<file path="config.mk">
export PLATFORM = sky130hd
export DESIGN_NAME = countdown_sequencer_flat
export DESIGN_NICKNAME = d
export VERILOG_FILES = /design/src/rtl/countdown_sequencer_pkg.sv /design/src/rtl/countdown_sequencer_if.sv /design/src/rtl/countdown_sequencer_down_counter.sv /design/src/rtl/countdown_sequencer.sv /design/src/flat_wrapper.sv
export SDC_FILE = /design/constraint.sdc
export NUM_CORES = 1
export LEC_CHECK = 0
export ABC_AREA = 1
export CAP_MARGIN = 25
export CORE_AREA = 2 2 39 41
export DETAILED_ROUTE_END_ITERATION = 8
export DIE_AREA = 0 0 41 43
export PLACE_DENSITY = 0.67
export SLEW_MARGIN = 20
export SYNTH_ARGS = -nofsm -noshare
export SYNTH_HDL_FRONTEND = slang
export SYNTH_SLANG_ARGS = --single-unit
export TNS_END_PERCENT = 10
</file>
<file path="constraint.sdc">
create_clock -name clk -period 3.2 [get_ports clk]
set_clock_uncertainty 0.15 [all_clocks]
set_input_delay 0.64 -clock clk [delete_from_list [all_inputs] [get_ports clk]]
set_output_delay 0.64 -clock clk [all_outputs]
set_load 0.1 [all_outputs]
</file>
<file path="src/rtl/countdown_sequencer_pkg.sv">
// Shared types and defaults for the countdown sequencer.
package countdown_sequencer_pkg;

  // Default counter width.
  localparam int unsigned CNT_W = 4;

  // Sequencer state encoding.
  typedef enum logic [1:0] {
    ST_IDLE = 2'b00,
    ST_RUN  = 2'b01,
    ST_DONE = 2'b10
  } state_t;

endpackage

</file>
<file path="src/rtl/countdown_sequencer_if.sv">
// Controller <-> sequencer handshake bundle.
interface countdown_sequencer_if
  import countdown_sequencer_pkg::*;
#(
  parameter int unsigned WIDTH = CNT_W
);

  logic             start;
  logic [WIDTH-1:0] load_val;
  logic             en;
  logic             abort;
  logic [WIDTH-1:0] q;
  logic             busy;
  logic             last;
  logic             done;

  // Controller side.
  modport master (
    output start, load_val, en, abort,
    input  q, busy, last, done
  );

  // Sequencer side.
  modport slave (
    input  start, load_val, en, abort,
    output q, busy, last, done
  );

endinterface

</file>
<file path="src/rtl/countdown_sequencer_down_counter.sv">
// Loadable down counter built as a T-flip-flop ripple-borrow chain.
module down_counter
  import countdown_sequencer_pkg::*;
#(
  parameter int unsigned WIDTH = CNT_W
) (
  input  logic             clk,
  input  logic             clr_n,
  input  logic             load,
  input  logic             en,
  input  logic [WIDTH-1:0] d,
  output logic [WIDTH-1:0] q
);

  logic [WIDTH-1:0] tog;

  // Bit i toggles when every lower bit is 0 (borrow ripples up); bit 0 always toggles.
  always_comb begin
    tog = '0;
    for (int i = 0; i < int'(WIDTH); i++) begin
      tog[i] = ~|(q & WIDTH'((64'd1 << i) - 64'd1));
    end
  end

  // Parallel load has priority over the enabled decrement.
  always_ff @(posedge clk or negedge clr_n) begin
    if (!clr_n) begin
      q <= '0;
    end else if (load) begin
      q <= d;
    end else if (en) begin
      q <= q ^ tog;
    end
  end

endmodule

</file>
<file path="src/rtl/countdown_sequencer.sv">
// Loadable down-counting sequencer for multi-cycle operations.
module countdown_sequencer
  import countdown_sequencer_pkg::*;
#(
  parameter int unsigned WIDTH       = CNT_W,
  parameter bit          AUTO_RELOAD = 1'b0
) (
  input  logic                 clk,
  input  logic                 clr_n,
  countdown_sequencer_if.slave bus
);

  localparam logic [WIDTH-1:0] ONE = WIDTH'(1);

  state_t           state;
  logic             busy_r;
  logic             done_r;
  logic [WIDTH-1:0] q;
  logic             at_one;
  logic             cnt_load;
  logic             cnt_dec;
  logic [WIDTH-1:0] cnt_d;

  assign at_one = (q == ONE);

  // Counter control: load a new run, clear on abort, or step down on enable.
  always_comb begin
    cnt_load = 1'b0;
    cnt_dec  = 1'b0;
    cnt_d    = '0;
    case (state)
      ST_IDLE: begin
        if (bus.start) begin
          cnt_load = 1'b1;
          cnt_d    = bus.load_val;
        end
      end
      ST_RUN: begin
        if (bus.abort) begin
          cnt_load = 1'b1;
        end else if (bus.en) begin
          if (AUTO_RELOAD && at_one) begin
            cnt_load = 1'b1;
            cnt_d    = bus.load_val;
          end else begin
            cnt_dec = 1'b1;
          end
        end
      end
      ST_DONE: begin
        if (bus.abort) begin
          cnt_load = 1'b1;
        end else if (bus.start) begin
          cnt_load = 1'b1;
          cnt_d    = bus.load_val;
        end
      end
      default: begin
        cnt_load = 1'b1;
      end
    endcase
  end

  down_counter #(
    .WIDTH (WIDTH)
  ) u_cnt (
    .clk   (clk),
    .clr_n (clr_n),
    .load  (cnt_load),
    .en    (cnt_dec),
    .d     (cnt_d),
    .q     (q)
  );

  // Sequencer FSM with registered busy/done.
  always_ff @(posedge clk or negedge clr_n) begin
    if (!clr_n) begin
      state  <= ST_IDLE;
      busy_r <= 1'b0;
      done_r <= 1'b0;
    end else begin
      done_r <= 1'b0;
      case (state)
        ST_IDLE: begin
          if (bus.start) begin
            state  <= ST_RUN;
            busy_r <= 1'b1;
          end
        end
        ST_RUN: begin
          if (bus.abort) begin
            state  <= ST_IDLE;
            busy_r <= 1'b0;
          end else if (bus.en && at_one) begin
            done_r <= 1'b1;
            if (!AUTO_RELOAD) begin
              state  <= ST_DONE;
              busy_r <= 1'b0;
            end
          end
        end
        ST_DONE: begin
          if (bus.abort) begin
            state  <= ST_IDLE;
            busy_r <= 1'b0;
          end else if (bus.start) begin
            state  <= ST_RUN;
            busy_r <= 1'b1;
          end else begin
            state  <= ST_IDLE;
            busy_r <= 1'b0;
          end
        end
        default: begin
          state  <= ST_IDLE;
          busy_r <= 1'b0;
        end
      endcase
    end
  end

  // Final enabled step is flagged combinationally in the same cycle.
  assign bus.last = (state == ST_RUN) & bus.en & at_one;
  assign bus.q    = q;
  assign bus.busy = busy_r;
  assign bus.done = done_r;

endmodule

</file>
<file path="src/flat_wrapper.sv">
// flat-port wrapper written by rule: the top's interface ports become plain ports
module countdown_sequencer_flat import countdown_sequencer_pkg::*;
#(
  parameter int unsigned WIDTH       = CNT_W,
  parameter bit          AUTO_RELOAD = 1'b0
)
  (clk, clr_n, bus_start, bus_load_val, bus_en, bus_abort, bus_q, bus_busy, bus_last, bus_done);
  countdown_sequencer_if #(.WIDTH(WIDTH)) bus_i ();
  input  logic clk;
  input  logic clr_n;
  input wire logic [$bits(bus_i.start)-1:0] bus_start;
  input wire logic [$bits(bus_i.load_val)-1:0] bus_load_val;
  input wire logic [$bits(bus_i.en)-1:0] bus_en;
  input wire logic [$bits(bus_i.abort)-1:0] bus_abort;
  output wire logic [$bits(bus_i.q)-1:0] bus_q;
  output wire logic [$bits(bus_i.busy)-1:0] bus_busy;
  output wire logic [$bits(bus_i.last)-1:0] bus_last;
  output wire logic [$bits(bus_i.done)-1:0] bus_done;
  assign bus_i.start = bus_start;
  assign bus_i.load_val = bus_load_val;
  assign bus_i.en = bus_en;
  assign bus_i.abort = bus_abort;
  assign bus_q = bus_i.q;
  assign bus_busy = bus_i.busy;
  assign bus_last = bus_i.last;
  assign bus_done = bus_i.done;
  countdown_sequencer #(.WIDTH(WIDTH), .AUTO_RELOAD(AUTO_RELOAD)) u_core (.clk(clk), .clr_n(clr_n), .bus(bus_i));
endmodule
</file>
==> impl_results.md, run 1 <==
- Clock sink count: 8
- Period utilization: between 70% and 80%
- Final TNS setup: 0 ns
- Worst path required time: roughly 2.4 ns
- Hold Buf Count CTS: 0
- Max Root-Sink Buffers: 2
- Min-Delay Startpoint: u_core.bus.busy
- First-pass GRT wire length: 1.79 mm
- Via density per instance: about 4.7
- Switching part of the total power: between 50% and 60%
- Critical path startpoint: bus_en
- Actual slew at the worst max-slew pin: 0.396 ns
- Outcome: completed
- WL per Instance: approximately 10 um
- Final ANT Viol Nets: 0
- DRT iter0 DRCs: 5
- # rows: 14
- Average footprint of a synthesized cell: around 7.6 um^2
- Die W: about 40 um
- Ratio of cells with drive above 1 in the final layout: 24.1%
- Setup ws final: approximately 0.74 ns
- Peak VDD IR: around 0.00037 V
- Unrepaired setup endpoints after global routing: false
- DR vias: about 490
- Cts bufs inserted: 3
- Gp weighted congestion: a little over 0.7
- Number of diodes: 0
- Initial antenna violation count: 0
- # IOs: 16
- Pre-CTS WS: ~0.73 ns
- Cell variety after synth: 14
- Htree depth: 1
- Worst setup EP type: output pin
- Yosys synthesis warning count: 0
- Sequential power share: between 20% and 30%
- Mapped Nets: slightly above 80
- PostCTS Resize Cnt: 0
- Root buffer cell: clkbuf_4
- Power share of the clock group: about an eighth
- Core area: about 1400 um^2
- Hold slack: roughly 0.32 ns
- Setup Buffers After CTS: 0
- Clock latency on the worst-skew pair: 0.26 ns
- Design Area, Final: between 700 and 800 um^2
- Worst hold path type: flop to flop
- Switching Power: around 0.38 mW
- CP Max Fanout: 4
- Post-place instance area: ~690 um^2
- # Max-Cap Violations: 0
- Setup violators final: 0
- Total Routed Length: ~1.1 mm
- Final nets: about 100
- Cells after Synth: 69
- Tot GR Track Use: between 10% and 20%
- Most frequent cells in the layout: nand2_1, inv_1, clkdlybuf4s50_1, dfrtp_1
- Die Y-Extent: 43 um
- Cell Area, Synth: around 520 um^2
- TritonRoute pass-1 iters: 4
- Global route overflow: 0
- Post-synthesis register bit count: 8
- Internal power: ~0.28 mW
- Setup crit start kind: input port
- Commonest non-fill, non-tap cell in the layout: nand2_1
- Vias in the first global route: between 400 and 500
- Die area: 1760 um^2
- # port buffers: 15
- CTS tree: done
- Clock Pin Slew Worst Setup and Hold Paths: about 0.060 ns
- Kind of critical path: input port to output pin
- Achievable Freq: around 400 MHz
- Initial Util: around 38%
- Largest net degree at the start of global routing: 11
- Reg2Reg Launch Point: u_core.u_cnt.q[0]
- Final Max Tran Viols: 0
- Final hold violation count: 0
- Comb pwr share: 64.0%
- Final Critical Period: 2.46 ns
- Register area share after synthesis: 38.4%
- Worst EP arrival: between 1.5 and 2 ns
- Detailed placement HPWL: approximately 860 um
- PD cells: ~930 nW/um^2
- Slew headroom: between 70% and 80%
- Area delta synth->final: 36.5%
- Pleak: approximately 0.37 nW
- Drt drc: 0
-- critical path, cell delays in order --
cell and delay [ns]:
clkdlybuf4s50_1 0.48, nand4_1 0.18, nor2_2 0.18, buf_12 0.19
-- area by class of cell --
cell class,count,area [um^2]
Multi-Input combinational cell,52,290
Clock buffer,3,22.5
Timing Repair Buffer,15,145
Tap cell,16,20.0
Inverter,9,33.8
Sequential cell,8,200
Fill cell,135,672
-- state kept, by name, summed over array words and instances (netlist names) --
name / flops
u_core.bus.busy: 1
u_core.state: 2
u_core.u_cnt.q: 4
u_core.bus.done: 1
-- synthesized netlist by cell type (all sizes together) --
master | number | area [um^2]
nor2 | 7 | 33.8
nand2 | 27 | 121
nand3 | 7 | 40.0
o21ai | 5 | 36.3
dfrtp | 8 | 200
ha | 3 | 37.5
inv | 9 | 33.8
nand4 | 3 | 18.8
-- per-layer routing --
layer  vias up  track usage [%]  part of all wire (%)
li1        259                -                     -
met2        11             23.8                    47
met3         5             3.14                   3.7
met5         -                0                     0
met4         0             10.0                   2.9
met1       212             17.6                    47
-- logic make-up (layout without fill, tap and decap cells) --
| logic type | Yosys count | in the layout | share of synthesized area, % |
|---|---|---|---|
| adders and majority gates | 3 | 3 | 7.20 |
| and+or+nand+nor | 44 | 44 | 41.0 |
| buffers and inverters | 9 | 27 | 6.47 |
| DFF | 8 | 8 | 38.4 |
| AOI/OAI and AO/OA | 5 | 5 | 6.96 |
-- per-stage QoR --
stage | total power [mW] | util [%] | instances
after floorplan | 0.494 | - | 69
after global placement | 0.581 | 49.8 | 100
after detailed placement | 0.588 | 49.8 | 100
after CTS | 0.669 | 51.4 | 103
after global routing | 0.712 | 51.4 | 103
final | 0.664 | 51.4 | 103
-- final timing paths --
check | end | depth (start not counted) | slack [ns]
worst min register to register | u_core.bus.busy | 2 | 0.32
worst max-delay path | bus_last | 4 | 0.74
worst max register to register | u_core.u_cnt.q[3] | 9 | 1.74
min in group asynchronous | u_core.state[1] | 1 | 0.52
max in group asynchronous | u_core.u_cnt.q[3] | 1 | 2.10
worst min-delay path | u_core.bus.busy | 2 | 0.32
-- power groups by stage --
stage	combinational [mW]	clock, mW	sequential [mW]
floorplan	0.158	0	0.336
global placement	0.423	0	0.157
detailed placement	0.428	0	0.160
CTS	0.429	0.0818	0.158
global route	0.461	0.0889	0.162
finish	0.425	0.0813	0.158
Note: power is estimated with default switching activity, not from simulation.
==> run 2: changes to the inputs <==
clock period = 2.3 ns   (was 3.2 ns; I/O delays follow)
==> impl_results.md, run 2 (synthesis results as in run 1) <==
- Final ANT Viol Nets: 0 (unchanged)
- Hold Path End: u_core.bus.busy
- Reg2reg end: u_core.u_cnt.q[3]
- Global route overflow: 0 (unchanged)
- Switching part of the total power: 57.4% (-0.22 points)
- Core area: 1380 um^2 (unchanged)
- Internal power: 0.401 mW (+43%)
- Peak VDD IR: 0.000569 V (+55%)
- DRT iter0 DRCs: 7 (+2)
- Via density per instance: 4.70 (-0.55%)
- Die area: 1760 um^2 (unchanged)
- # IOs: 16 (unchanged)
- Sequential power share: 23.5% (-0.2 points)
- PostCTS Resize Cnt: 0 (unchanged)
- Setup Buffers After CTS: 0 (unchanged)
- Hold Path Stages: 2 (unchanged)
- Initial Util: 37.7% (unchanged)
- # port buffers: 15 (unchanged)
- Worst EP arrival: 1.52 ns (-0.15 ns)
- Largest net degree at the start of global routing: 11 (unchanged)
- DR vias: 489 (+0.41%)
- Slew headroom: 74.2% (+0.73 points)
- Detailed placement HPWL: 868 um (+1.2%)
- Actual slew at the worst max-slew pin: 0.385 ns (-0.0110 ns)
- Worst hold path type: flop to flop
- Largest regs: u_core.u_cnt.q: 4 flops, u_core.state: 2 flops
- PnR Total Power: 0.942 mW (+42%)
- R2r worst-path depth: 9 (unchanged)
- Worst path slowest cell: clkdlybuf4s50_1
- Final hold violation count: 0 (unchanged)
- Clock latency on the worst-skew pair: 0.26 ns (about the same)
- Initial antenna violation count: 0 (unchanged)
- Hold slack: 0.320 ns (-0.00175 ns)
- Reg2Reg Launch Point: u_core.u_cnt.q[0]
- Pleak: 0.373 nW (-0.45%)
- Outcome: completed
- Register Area: 203 um^2 (+1.2%)
- Final Max Tran Viols: 0 (unchanged)
- Final nets: 101 (unchanged)
- Clock sink count: 8 (unchanged)
- Crit path buffers/inverters: 2 (unchanged)
- # rows: 14 (unchanged)
- Worst path required time: 1.69 ns (-0.72 ns)
- Tot GR Track Use: 16.1% (+0.91 points)
- Drt drc: 0 (unchanged)
- Gp weighted congestion: 0.707 (-2.3%)
- Setup crit start kind: input port
- R2R Setup Slk: 0.85 ns (-0.89 ns)
- Design Area, Final: 723 um^2 (+1.6%)
- Number of flip-flops in the largest register: 4 (unchanged)
- Htree depth: 1 (unchanged)
- CP top delay family: buffers and inverters
- Root buffer cell: clkbuf_4
- TritonRoute pass-1 iters: 4 (unchanged)
- Fillers: 142 (+5.2%)
- First-pass GRT wire length: 1.96 mm (+9.2%)
- Max Root-Sink Buffers: 2 (unchanged)
- Placed insts: 100 (unchanged)
- Post-place instance area: 697 um^2 (+1.1%)
- Kind of critical path: input port to output pin
- Worst-path cell chain: clkdlybuf4s50_1, nand4_1, nor2_4, buf_12
- CTS tree: done
- Top reg by flops: u_core.u_cnt.q
- Largest stage delay, worst path: 0.48 ns (about the same)
- Vias in the first global route: 466 (unchanged)
- Most frequent cells in the layout: nand2_1, inv_1, clkdlybuf4s50_1
- Final TNS setup: 0 ns (unchanged)
- Achievable Freq: roughly 470 MHz
- Multi-input gate area: 295 um^2 (+1.7%)
- Comb pwr share: 63.4% (-0.6 points)
- Switching Power: 0.540 mW (+41%)
- Commonest non-fill, non-tap cell in the layout: nand2_1
- Unrepaired setup endpoints after global routing: false
- Die W: 41 um (unchanged)
- Hold Buf Count CTS: 0 (unchanged)
- PD cells: 1300 nW/um^2 (+40%)
- Cell Count, Final, Fillers Out: 104 (+0.97%)
- Final Critical Period: 2.13 ns
- Cts bufs inserted: 3 (unchanged)
- Clock Pin Slew Worst Setup and Hold Paths: 0.06 ns (about the same)
- Number of diodes: 0 (unchanged)
- Ratio of cells with drive above 1 in the final layout: 26.1% (+2.0 points)
- Period utilization: between 90 and 100%
- Total Routed Length: 1.10 mm (+2.3%)
- Min-Delay Startpoint: u_core.bus.busy
- Setup violators final: 0 (unchanged)
- # Max-Cap Violations: 0 (unchanged)
- CP Max Fanout: 4 (unchanged)
- WL per Instance: 10.6 um (+1.3%)
- Area delta synth->final: 38.6%
- Die Y-Extent: 43 um (unchanged)
- Power share of the clock group: 13.1% (+0.8 points)
- Worst setup EP type: output pin
==> run 2: worst register-to-register path, stage by stage (launching register included) <==
cell and delay [ns]:
dfrtp_2 0.39, inv_1 0.07, ha_1 0.20, ha_1 0.19, inv_1 0.06, nand2_1 0.05, nand2_1 0.07, o21ai_2 0.06
nand2_1 0.06, nand2_1 0.05
==> run 2: routing by layer <==
metal | track usage (%) | wire (um) | up-vias
li1 | - | - | 259
met1 | 21.5 | 479 | 216
met2 | 24.7 | 555 | 12
met3 | 1.57 | 47 | 2
met4 | 8.00 | 21 | 0
met5 | 0 | 0 | -
==> run 2: metrics by stage <==
step	worst slack, ns	utilization, %
2_1_floorplan	0.0227	-
3_3_place_gp	0.161	50.4
3_5_place_dp	0.161	50.4
4_1_cts	0.152	52.3
5_1_grt	0.0672	52.3
6_report	0.165	52.3
==> run 2: layout make-up <==
cell class,instances,share of cell area [%]
multi-input combinational,52,40.8
sequential,8,28.0
timing repair buffer,15,20.1
inverter,9,4.67
clock buffer,4,3.63
tap,16,2.77
==> run 2: power by group through the flow <==
stage	Clock, mW	Sequential (mW)	Combinational (mW)
after floorplan	0	0.470	0.224
after global placement	0	0.222	0.593
after detailed placement	0	0.225	0.599
after CTS	0.125	0.223	0.600
after global routing	0.136	0.230	0.647
final	0.123	0.222	0.597
==> run 2: worst max path at each step <==
stage	depth (start not counted)	slack, ns	to	start
after floorplan	3	0.02	bus_last	u_core.u_cnt.q[3]
after global placement	4	0.16	bus_last	bus_en
final	4	0.17	bus_last	bus_en
after global routing	4	0.07	bus_last	bus_en
after CTS	4	0.15	bus_last	bus_en
after detailed placement	4	0.16	bus_last	bus_en
